==> config.mk <==
export PLATFORM = sky130hd
export DESIGN_NAME = store_buffer
export DESIGN_NICKNAME = d
export VERILOG_FILES = /design/src/rtl/store_buffer.sv
export SDC_FILE = /design/constraint.sdc
export NUM_CORES = 1
export LEC_CHECK = 0
export ABC_AREA = 1
export CAP_MARGIN = 25
export CORE_AREA = 2 2 123 125
export CTS_CLUSTER_SIZE = 10
export DETAILED_ROUTE_END_ITERATION = 8
export DIE_AREA = 0 0 125 127
export HOLD_SLACK_MARGIN = 0.08
export PLACE_DENSITY = 0.76
export SETUP_SLACK_MARGIN = 0.15
export SLEW_MARGIN = 20
export SYNTH_ARGS = -nofsm -noshare
export SYNTH_HDL_FRONTEND = slang
export SYNTH_SLANG_ARGS = --single-unit
==> constraint.sdc <==
create_clock -name clk -period 1.5 [get_ports clk]
set_input_delay 0.15 -clock clk [delete_from_list [all_inputs] [get_ports clk]]
set_output_delay 0.15 -clock clk [all_outputs]
set_load 0.02 [all_outputs]
==> src/rtl/store_buffer.sv <==
// -----------------------------------------------------------------------------
// store_buffer
//
// In-order store queue between the core's store path and a data-memory port.
// Each store is turned into a word-aligned write with byte strobes and
// lane-replicated data. Entries leave the queue strictly in acceptance order,
// one per dm_ack.
//
// Optional feature (compile-time macro): STORE_MISALIGN_CHK_EN
//   When defined, a misaligned SH or SW is accepted but not enqueued, and the
//   misalign output pulses for one cycle. When undefined, the misalign port
//   does not exist, and the low address bits that SH/SW do not use are ignored.
//
// Parameters
//   DEPTH     number of queue entries (a power of 2, at least 2)
//
// Ports
//   clk       rising-edge clock
//   rst       asynchronous active-low reset
//   st_valid  store request present
//   st_addr   store byte address
//   st_data   raw rs2 value
//   funct3    000 SB, 001 SH, 010 SW; other codes are accepted and dropped
//   st_ready  queue can take a request (registered occupancy < DEPTH)
//   dm_req    head entry is being presented to memory
//   dm_addr   word-aligned head address ([1:0] = 00)
//   dm_wdata  lane-replicated head data
//   dm_wstrb  head byte enables (bit i covers dm_wdata[8i+7:8i])
//   misalign  one-cycle misaligned-store pulse (macro builds only)
//   dm_ack    memory accepted the current request
//   sb_empty  queue holds no entries
//   sb_count  current occupancy
// -----------------------------------------------------------------------------
module store_buffer #(
  parameter int DEPTH = 2
) (
  input  logic                   clk,
  input  logic                   rst,
  input  logic                   st_valid,
  input  logic [31:0]            st_addr,
  input  logic [31:0]            st_data,
  input  logic [2:0]             funct3,
  output logic                   st_ready,
  output logic                   dm_req,
  output logic [31:0]            dm_addr,
  output logic [31:0]            dm_wdata,
  output logic [3:0]             dm_wstrb,
`ifdef STORE_MISALIGN_CHK_EN
  output logic                   misalign,
`endif
  input  logic                   dm_ack,
  output logic                   sb_empty,
  output logic [$clog2(DEPTH):0] sb_count
);

  localparam int PW = $clog2(DEPTH);
  localparam int CW = PW + 1;
  localparam logic [CW-1:0] DEPTH_C = CW'(DEPTH);

  // Only the word address is stored; the low two bits are always 00 on issue.
  logic [29:0]   addr_q [DEPTH];
  logic [31:0]   data_q [DEPTH];
  logic [3:0]    strb_q [DEPTH];

  logic [PW-1:0] wr_ptr_q, wr_ptr_d;
  logic [PW-1:0] rd_ptr_q, rd_ptr_d;
  logic [CW-1:0] count_q, count_d;

  logic          op_ok;
  logic          mis_det;
  logic [3:0]    new_strb;
  logic [31:0]   new_data;
  logic          accept;
  logic          push;
  logic          pop;
  logic          misalign_q, misalign_d;

  // ---------------------------------------------------------------------------
  // Request decode: strobes and lane replication per store width
  // ---------------------------------------------------------------------------
  always_comb begin
    op_ok    = 1'b1;
    new_strb = 4'b0000;
    new_data = 32'h0;
    case (funct3)
      3'b000: begin
        new_strb = 4'b0001 << st_addr[1:0];
        new_data = {4{st_data[7:0]}};
      end
      3'b001: begin
        new_strb = st_addr[1] ? 4'b1100 : 4'b0011;
        new_data = {2{st_data[15:0]}};
      end
      3'b010: begin
        new_strb = 4'b1111;
        new_data = st_data;
      end
      default: begin
        op_ok = 1'b0;
      end
    endcase
  end

`ifdef STORE_MISALIGN_CHK_EN
  always_comb begin
    mis_det = 1'b0;
    if ((funct3 == 3'b001) && st_addr[0]) begin
      mis_det = 1'b1;
    end else if ((funct3 == 3'b010) && (st_addr[1:0] != 2'b00)) begin
      mis_det = 1'b1;
    end
  end
`else
  assign mis_det = 1'b0;
`endif

  // ---------------------------------------------------------------------------
  // Handshakes. st_ready comes only from registered occupancy, so a full queue
  // stays closed in the cycle it is being drained; the slot reopens next edge.
  // ---------------------------------------------------------------------------
  assign st_ready = (count_q < DEPTH_C);
  assign accept   = st_valid && st_ready;
  assign push     = accept && op_ok && !mis_det;
  assign pop      = (count_q != '0) && dm_ack;

  // ---------------------------------------------------------------------------
  // Pointer / occupancy next state. DEPTH is a power of 2, so the pointers
  // wrap by natural overflow.
  // ---------------------------------------------------------------------------
  always_comb begin
    wr_ptr_d = wr_ptr_q;
    rd_ptr_d = rd_ptr_q;
    count_d  = count_q;
    if (push) begin
      wr_ptr_d = wr_ptr_q + PW'(1);
    end
    if (pop) begin
      rd_ptr_d = rd_ptr_q + PW'(1);
    end
    case ({push, pop})
      2'b10:   count_d = count_q + CW'(1);
      2'b01:   count_d = count_q - CW'(1);
      default: count_d = count_q;
    endcase
  end

  assign misalign_d = accept && mis_det;

  always_ff @(posedge clk or negedge rst) begin
    if (!rst) begin
      wr_ptr_q   <= '0;
      rd_ptr_q   <= '0;
      count_q    <= '0;
      misalign_q <= 1'b0;
    end else begin
      wr_ptr_q   <= wr_ptr_d;
      rd_ptr_q   <= rd_ptr_d;
      count_q    <= count_d;
      misalign_q <= misalign_d;
    end
  end

  // Entry storage; cleared on reset so nothing stale can ever be presented.
  always_ff @(posedge clk or negedge rst) begin
    if (!rst) begin
      for (int i = 0; i < DEPTH; i++) begin
        addr_q[i] <= '0;
        data_q[i] <= '0;
        strb_q[i] <= '0;
      end
    end else if (push) begin
      addr_q[wr_ptr_q] <= st_addr[31:2];
      data_q[wr_ptr_q] <= new_data;
      strb_q[wr_ptr_q] <= new_strb;
    end
  end

  // ---------------------------------------------------------------------------
  // Outputs. No bypass: the head is always a registered entry, and the memory
  // side is forced to zero while the queue is empty.
  // ---------------------------------------------------------------------------
  assign sb_count = count_q;
  assign sb_empty = (count_q == '0);
  assign dm_req   = !sb_empty;
  assign dm_addr  = dm_req ? {addr_q[rd_ptr_q], 2'b00} : 32'h0;
  assign dm_wdata = dm_req ? data_q[rd_ptr_q] : 32'h0;
  assign dm_wstrb = dm_req ? strb_q[rd_ptr_q] : 4'b0000;

`ifdef STORE_MISALIGN_CHK_EN
  assign misalign = misalign_q;
`else
  // Without the checker the pulse register has no consumer and is optimised out.
  logic unused_mis;
  assign unused_mis = misalign_q;
`endif

endmodule

## Word level (Yosys, flattened, before mapping)

Index checks and enable logic that the tools add are counted.

| storage, ports and cells | value |
|---|---|
| bits of input ports | 71 |
| word-level logic and storage cells | 60 |
| output and inout bits | 73 |
| memories | 0 |
| bits in read-only memories | 0 |
| bits in registers | 136 |
| memory bits (writable) | 0 |
| latch bits | 0 |

| operators by class | value |
|---|---|
| bitwise gates (word level) | 2 |
| reduce and logical (&&, ||, !) cells | 10 |
| magnitude comparators | 4 |
| eq/ne operators | 4 |
| shift operators | 1 |
| div/mod/pow operators | 0 |
| $mul | 0 |
| add/sub/neg operators | 4 |
| multiplexer cells | 26 |

Operators with widths:

| kind | number |
|---|---|
| 2-to-1 mux 32 bit | 6 |
| 2-to-1 mux 30 bit | 4 |
| one-hot mux 32 bit (3 select lines) | 1 |
| bitwise mux 64 bit | 1 |
| bitwise mux 60 bit | 1 |
| demux 32 bit (select 1 bit) | 1 |
| demux 30 bit (select 1 bit) | 1 |
| 2-to-1 mux 4 bit | 6 |
| one-hot mux 4 bit (3 select lines) | 1 |
| bitwise mux 8 bit | 1 |
| demux 4 bit (select 1 bit) | 1 |
| greater-or-equal comparator 2 bit (second input constant) | 2 |
| logical AND 1 bit | 4 |
| NOT 1 -> 2 bit | 2 |
| one-hot mux 2 bit (2 select lines) | 1 |
| nonzero test 2 bit | 2 |
| << shifter 1 x 2 -> 4 bit (first input constant) | 1 |
| == test 3 x 1 -> 1 bit (second input constant) | 1 |
| == test 3 x 2 -> 1 bit (second input constant) | 1 |
| logical NOT 3 bit | 1 |
| OR reduction 3 bit | 1 |
| adder 1 bit (second input constant) | 2 |
| adder 2 x 1 -> 2 bit (second input constant) | 1 |
| == test 2 x 1 -> 1 bit (second input constant) | 1 |
| 7 further kinds | 7 |

## Depth between registers and ports, before layout

Gate-level depths: netlist (run 1).

| depth | value |
|---|---|
| word-level depth | 6 |
| gate-level depth with buffers | 7 |
| depth with buffers taken out | 7 |

## Worst setup path after synthesis (run 1)

Ideal clock, no wire load.

| timing path | value |
|---|---|
| path kind | register to register |
| from | register count_q[0] (netlist: sb_count[0]) |
| to | register count_q[1] (netlist: sb_count[1]) |
| cell stages (with the launch flop) | 7 |
| data required time | 1.371 ns |
| library setup time | 0.129 ns |
| arrival | 1.422 ns |
| buffers on the path | 0 |
| clock period less this slack | 1.551 ns |
| path slack | -0.051 ns |
| cell sequence | dfrtp_1 > nor2_1 > nor2_1 > ha_1 > a21oi_1 > nand2_1 > xor2_1 |

| between the ends | value |
|---|---|
| elaborated cells between the ends (all ways) | 11 |
| those cells by class | 2 x add/sub; 1 x order compare; 2 x eq/ne; 1 x mux; 5 x reduce/logical |

RTL lines:

| element | line | text |
|---|---|---|
| start: declaration | 67 | `logic [CW-1:0] count_q, count_d;` |
| start signal: assignment | 158 | `count_q <= count_d;` |
| nonzero test 2 bit (*) | 124 | `assign pop = (count_q != '0) && dm_ack;` |
| logical AND 1 bit (*) | 124 |  |
| via pop | 75 | `logic pop;` |
| == test 2 x 1 -> 1 bit / == test 2 bit (equally long branches) | 140 | `case ({push, pop})` |
| one-hot mux 2 bit (2 select lines) / nonzero test 2 bit (equally long branches) | - |  |

The timed path passes the listed nets; every way through them passes the cells marked *.
A chain may end at the register's enable or synchronous reset.

## Worst setup path after layout (run 1)

| timing path | value |
|---|---|
| from | register rd_ptr_q |
| to | output port dm_wdata[0] |

| between the ends | value |
|---|---|
| cells in the longest elaborated chain, start to end | 5 |

RTL lines:

| element | line | text |
|---|---|---|
| start: declaration | 66 | `logic [PW-1:0] rd_ptr_q, rd_ptr_d;` |
| start signal: assignment | 157 | `rd_ptr_q <= rd_ptr_d;` |
| NOT 1 -> 2 bit (not written as such) | 186 | `assign dm_wdata = dm_req ? data_q[rd_ptr_q] : 32'h0;` |
| 2-to-1 mux 32 bit (not written as such) (3 in series) | 186 |  |
| 2-to-1 mux 32 bit | 186 |  |
| end: declaration | 46 | `output logic [31:0] dm_wdata,` |

No other way between the ends. The select of a mux whose other input is x is not followed.

==> results of run 1 <==
[worst max-delay path, stage by stage, from the launching register on]
cell	delay (ps)
dfrtp_2	470
clkinv_4	140
buf_12	180
nand2_1	200
a21oi_4	220
buf_6	140
[cell type report]
type / count / area, um^2 / area share [%]
diodes: 1 / 2.502 / 0.01862
repair buffers: 285 / 4076 / 30.34
clock inverters: 7 / 90.09 / 0.6705
flip-flops and latches: 136 / 3407 / 25.36
inverters: 59 / 249.0 / 1.853
well taps: 184 / 230.2 / 1.713
multi-input cells: 619 / 4876 / 36.29
clock buffers: 25 / 505.5 / 3.762
[layout by cell type, fill, tap and decap left out, types with 17 or more instances in the layout]
| master | n |
|---|---|
| nand2_2 | 135 |
| dfrtp_1 | 133 |
| nand2_1 | 129 |
| nand2_4 | 124 |
| buf_6 | 94 |
| clkdlybuf4s50_1 | 69 |
| inv_1 | 54 |
| a21oi_4 | 51 |
| o21ai_2 | 51 |
| nand3_1 | 43 |
| buf_12 | 38 |
| clkbuf_16 | 33 |
| buf_16 | 29 |
| buf_4 | 27 |
| o21ai_1 | 26 |
| a21oi_2 | 17 |
[layer usage]
metal | part of all wire, % | vias up | routed length [um]
li1 | - | 3295 | -
met1 | 33 | 4140 | 13070
met2 | 45 | 867 | 17630
met3 | 12 | 384 | 4772
met4 | 9.3 | 4 | 3648
met5 | 0.069 | - | 27
[state kept, by name, indices dropped and copies added, names as in the netlist]
signal    cells
data_q       64
strb_q        8
addr_q       60
wr_ptr_q      1
sb_count      2
rd_ptr_q      1
[cells in the mapped netlist]
cell / n
ha_1: 1
nand3_2: 2
a21oi_4: 1
dfrtp_1: 136
clkbuf_1: 20
nand2_1: 389
nand4_1: 16
xnor2_1: 1
nand3_1: 43
or2_2: 1
inv_1: 56
inv_2: 2
buf_4: 6
buf_1: 1
buf_2: 24
clkinv_1: 1
buf_6: 10
a21oi_1: 67
o21ai_0: 33
nor2_1: 7
o21ai_1: 51
xor2_1: 2
conb_1: 1
[stage by stage]
stage	instance area, um^2	utilization (%)	setup WS, ps
2_1_floorplan	7136	-	68.28
3_3_place_gp	9119	63.22	-297.5
3_5_place_dp	9119	63.22	-313.3
4_1_cts	11330	78.57	-304.5
5_1_grt	13430	93.14	-463.9
6_report	13440	93.16	-458.2
[repair_timing]
action                                  CTS  global route
endpoints found under the hold margin   136             0
endpoints found under the setup margin  205           207
setup buffers                            29            12
hold buffers                              1             0
resized for setup                       563           448
cloned                                   31            21
pin swaps                                15            90
[final timing paths]
| path | startpoint | end | slack, ps |
|---|---|---|---|
| min in group clk | st_addr[12] | addr_q[10] | 270 |
| max reg2reg | sb_count[1] | addr_q[12] | -400 |
| min reg2reg | data_q[17] | data_q[17] | 500 |
| max in group asynchronous | rst | strb_q[2] | 690 |
| min | rst | addr_q[4] | 210 |
| max | rd_ptr_q | dm_wdata[0] | -460 |
[report_power, final]
part	total (mW)	switching [mW]	leakage [nW]	internal [mW]
registers	7.36	2.11	1.75	5.25
clock network	4.44	1.78	0.289	2.66
logic	18.1	9.43	4.40	8.72
[logic make-up (layout without fill, tap and decap cells)]
| kind of cell | count (synthesis) | count (layout) |
|---|---|---|
| AO/OA/AOI/OAI | 152 | 152 |
| XOR/XNOR | 3 | 3 |
| buffers and inverters | 120 | 376 |
| AND/OR/NAND/NOR | 458 | 461 |
| adder cells (fa/ha/maj) | 1 | 1 |
| flip-flops | 136 | 136 |
| other | 1 | 3 |
==> impl_results.md, run 1 <==
- CP Data Required Time: 1350 ps
- Avg Inst Size Synth: 7.605 um^2
- DR iter-0 viols: 1482
- Ports: 144
- CP endpoint kind: primary output
- Global route total overflow: 0
- Placed Instances: 1189
- Synth Cell Area: 0.006624 mm^2
- Pre-antenna DRT Iters: 7
- Clock latency on the worst-skew pair: 460 ps
- Most Crowded Layer GR: met2
- Final Worst Setup Slack: -458.2 ps
- Setup TNS: -55120 ps
- Peak supply drop: 1.474 mV
- Compound-cell area share of the yosys netlist: 11.65%
- Clk sink count: 136
- First-pass GRT wire length: 39.58 mm
- # rows: 44
- Vias in the first global route: 7382
- Via/cell ratio: 6.603
- Mux contribution to synthesized area: 0%
- Final WL: 39.14 mm
- WHS: 213.8 ps
- Flops & latches, synth: 136
- Post-Synth Simple-Gate Area: 27.60%
- Outcome: finished with violations
- H-tree depth: 4
- Post-Synth XOR/XNOR Area: 0.3967%
- Leak: 6.440 nW
- Fin crit period: 1958 ps
- P per Cell Area: 2228 mW/mm^2
- CP Class: reg -> out
- Netlist cell types: 23
- Slew HR: 61.89%
- Adder-cell share of the synthesized area: 0.1889%
- # port buffers: 141
- Clock buffer depth: 2
- Yosys Warn Count: 0
- Gr usage total: 32.56%
- PnR Total Power: 29.94 mW
- Max-cap violations: 0
- Met3 GRT Util: 6.993%
- Fillers: 393
- Post-DP HPWL: 13.06 mm
- Fin. Hold Viols: 0
- Die Span Y: 127 um
- Final net count: 1190
- Area growth syn-to-layout: 102.9%
- CTS tree: done
- Hold Crit Class: in -> async
- Failing checks: negative setup slack
- CP Launch Type: flop
- CTS Buf Count: 17
- Clock Root Buffer: clkbuf_16
- Finished Layout Cells: 1316
- Initial Utilization: 45.92%
- Setup Skew: 15.75 ps
- Wire per inst: 29.74 um
- Part of the Yosys area used for sequential elements: 51.38%
- Vias: 8690
- Area contributors post-synth: dfrtp_1, nand2_1, a21oi_1
- RD Place Congestion: 0.8410
- Main combinational cell family by area after synthesis: simple AND/OR/NAND/NOR gates
- Largest net degree at the start of global routing: 43
- Worst Tran Pin Value: 565.7 ps
- Antenna violations before repair: 2
- Core Box Area: 0.01442 mm^2
- DRC viols: 0
- Worst-path clk slew: 60 ps
- # setup viols final: 205
- Layout cells sized above 1: 56.85%
- R2R depth: 10
- Tcrit/Tclk final: 130.5%
- RSZ-0062 raised after global routing: yes
- Synth top area share: 51.38%
- Antenna viol nets, final: 0
- Cell count after synthesis: 871
- DIE WIDTH: 125 um
- Crit Path Max Fanout: 15
- Met1 usage: 38.84%
- Crit path DAT: 1810 ps
- Global routing usage on met2: 55.72%
- Max-slew violation count: 0
- Yosys top cell by area: dfrtp_1
- Fmax: 0.5107 GHz
- Die Area: 0.01588 mm^2
(Power assumes the default switching activity.)
==> run 2, diff against run 1 <==
CORE_AREA = 2 2 116 118   (was 2 2 123 125)
DIE_AREA = 0 0 118 120   (was 0 0 125 127)
DONT_BUFFER_PORTS = 1   (was not set)
PLACE_DENSITY = 0.69   (was 0.76)
==> run 2 against run 1 <==
- the flow finishes with violations (design-rule violations, negative hold slack, negative setup slack)
- non-clock buffer count decreased by 91
- largest power group unchanged
- sequential share of layout area increased by 3.0 points
- register-to-register slack improved by 200 ps
- utilization decreased by 0.71 points
- critical path type unchanged
- die area decreased by 11%
- critical path depth decreased by 1
- maximum frequency decreased by 1.6%
==> impl_results.md, run 2 (synthesis results as in run 1) <==
- Antenna viol nets, final: 0 (unchanged)
- Vias in the first global route: 7208 (-2.4%)
- Clock Root Buffer: clkbuf_16
- RD Place Congestion: 0.8825 (+4.9%)
- R2R setup slack: -200 ps (+200 ps)
- Failing checks: design-rule violations, negative hold slack, negative setup slack
- Leak: 5.589 nW (-13%)
- Ports: 144 (unchanged)
- R2R depth: 9 (-1)
- CTS tree: done
- CP Data Required Time: 1350 ps (about the same)
- CP endpoint kind: primary output
- Most common cell after layout, fill and taps aside: nand2_1
- WHS: -598.9 ps (-812.7 ps)
- Seq pwr share: 28.9% (+4.3 points)
- Final net count: 1098 (-7.7%)
- P per Cell Area: 2061 mW/mm^2 (-7.5%)
- Tcrit/Tclk final: 132.6% (+2.1 points)
- Setup Skew: 8.392 ps (-7.353 ps)
- Clock Power Share: 18.0% (+3.2 points)
- Worst-path clk slew: 60 ps (about the same)
- Worst Tran Pin Value: 612.5 ps (+46.77 ps)
- Vias: 8208 (-5.5%)
- Via/cell ratio: 6.756 (+2.3%)
- RSZ-0062 raised after global routing: yes
- First-pass GRT wire length: 38.78 mm (-2.0%)
- Pre-antenna DRT Iters: 9 (+2)
- # setup viols final: 204 (-0.49%)
- DR iter-0 viols: 1234 (-17%)
- Sw Share: 46.00% (+1.5 points)
- Placed inst area: 0.007421 mm^2 (-19%)
- Wire per inst: 29.14 um (-2.0%)
- Post-DP HPWL: 11.58 mm (-11%)
- Fin. Hold Viols: 136 (+136)
- H-tree depth: 4 (unchanged)
- Final Worst Setup Slack: -489.7 ps (-31.49 ps)
- # rows: 42 (-4.5%)
- Diode count: 0 (-1)
- Largest net degree at the start of global routing: 137 (+220%)
- Slew HR: 59.05% (-2.8 points)
- Reg with most FFs: data_q
- Clk sink count: 136 (unchanged)
- Antenna violations before repair: 0 (-2)
- CP Launch Type: flop
- Clock buffer depth: 2 (unchanged)
- Peak supply drop: 1.843 mV (+25%)
- # port buffers: 0 (-100%)
- Top Registers: data_q: 64 flops, addr_q: 60 flops, strb_q: 8 flops
- Global route total overflow: 0 (unchanged)
- Logic gate share of total power: 53.2% (-7.4 points)
- Final WL: 35.41 mm (-9.5%)
- Max-cap violations: 0 (unchanged)
- Crit Path Max Fanout: 24 (+9)
- Hold Crit Class: in -> async
- Crit path DAT: 1840 ps (+30 ps)
- Max-slew violation count: 0 (unchanged)
- Finished Cell Area: 0.01200 mm^2 (-11%)
- Layout cells sized above 1: 48.80% (-8.1 points)
- Fin crit period: 1990 ps (+31.50 ps)
- Most frequent cells in the layout: nand2_1, dfrtp_1, nand2_4, nand2_2, dlygate4sd3_1
- DRC viols: 1 (+1)
- Clock latency on the worst-skew pair: 450 ps (about the same)
- Fillers: 393 (unchanged)
- Area growth syn-to-layout: 81.15%
- Largest register FFs: 64 (unchanged)
- Die Span Y: 120 um (-5.5%)
- Gr usage total: 36.01% (+3.5 points)
- Int Power: 13.35 mW (-20%)
- Post-place setup slack: -19.22 ps (+294.0 ps)
- Core Box Area: 0.01298 mm^2 (-10%)
- Setup TNS: -42620 ps (+12510 ps)
- CP Class: reg -> out
- Post-CTS Hold Fix Bufs: 78 (+77)
- Initial Utilization: 51.03% (+5.1 points)
- DIE WIDTH: 118 um (-5.6%)
- CTS Buf Count: 17 (unchanged)
- Outcome: finished with violations
- Die Area: 0.01416 mm^2 (-11%)
- Util after Layout: 92.44% (-0.71 points)
- Sw Pwr: 11.37 mW (-15%)
- Fmax: 0.5026 GHz (-1.6%)
## run 2: layer usage
layer  track usage (%)  vias up  part of all wire, %
li1                  -     3104                    -
met1             43.64     3921                   33
met2             58.07      857                   45
met3             9.601      326                   13
met4             21.23        0                  8.9
met5                 0        -                    0
## run 2: layout make-up
type	count	area, um^2	area share, %
Tap cell	176	220.2	1.835
Inverter	59	255.2	2.127
Timing Repair Buffer	194	2928	24.40
Clock buffer	24	501.7	4.181
Clock inverter	8	92.59	0.7716
Sequential cell	136	3407	28.39
Multi-Input combinational cell	618	4594	38.29
## run 2: worst paths after layout
check | endpoint | from
max | dm_wdata[31] | rd_ptr_q
max in group asynchronous | rd_ptr_q | rst
max reg2reg | data_q[9] | sb_count[1]
min in group clk | strb_q[4] | st_addr[1]
min reg2reg | data_q[27] | data_q[27]
min | addr_q[50] | rst
## run 2: power groups by stage
stage	Combinational [mW]	Clock, mW	Sequential [mW]
after detailed placement	7.83	0	6.16
final	13.1	4.44	7.14
after CTS	10.1	4.22	6.33
after floorplan	6.09	0	5.97
after global routing	13.6	4.51	7.24
after global placement	7.62	0	6.08
## run 2: repair_timing
action                                 CTS  global route
setup endpoints to repair              164           205
cloned                                  29            14
pin swaps                               58            63
buffers inserted                        26            13
resized for setup                      211           318
endpoints found under the hold margin  264           136
## run 2: per-stage QoR
| stage | power (mW) | hold WS [ps] | instances |
|---|---|---|---|
| finish | 24.73 | -598.9 | 1215 |
| global route | 25.30 | -603.0 | 1215 |
| CTS | 20.69 | -586.6 | 1188 |
| detailed placement | 13.99 | -141.9 | 1023 |
| global placement | 13.70 | -140.9 | 1023 |
| floorplan | 12.06 | -145.6 | 872 |
## run 2: critical path, cell delays in order, from the launching register on
cell and delay [ps]:
dfrtp_2 490, buf_8 280, nand2_1 110, a21oi_1 300
buf_4 210
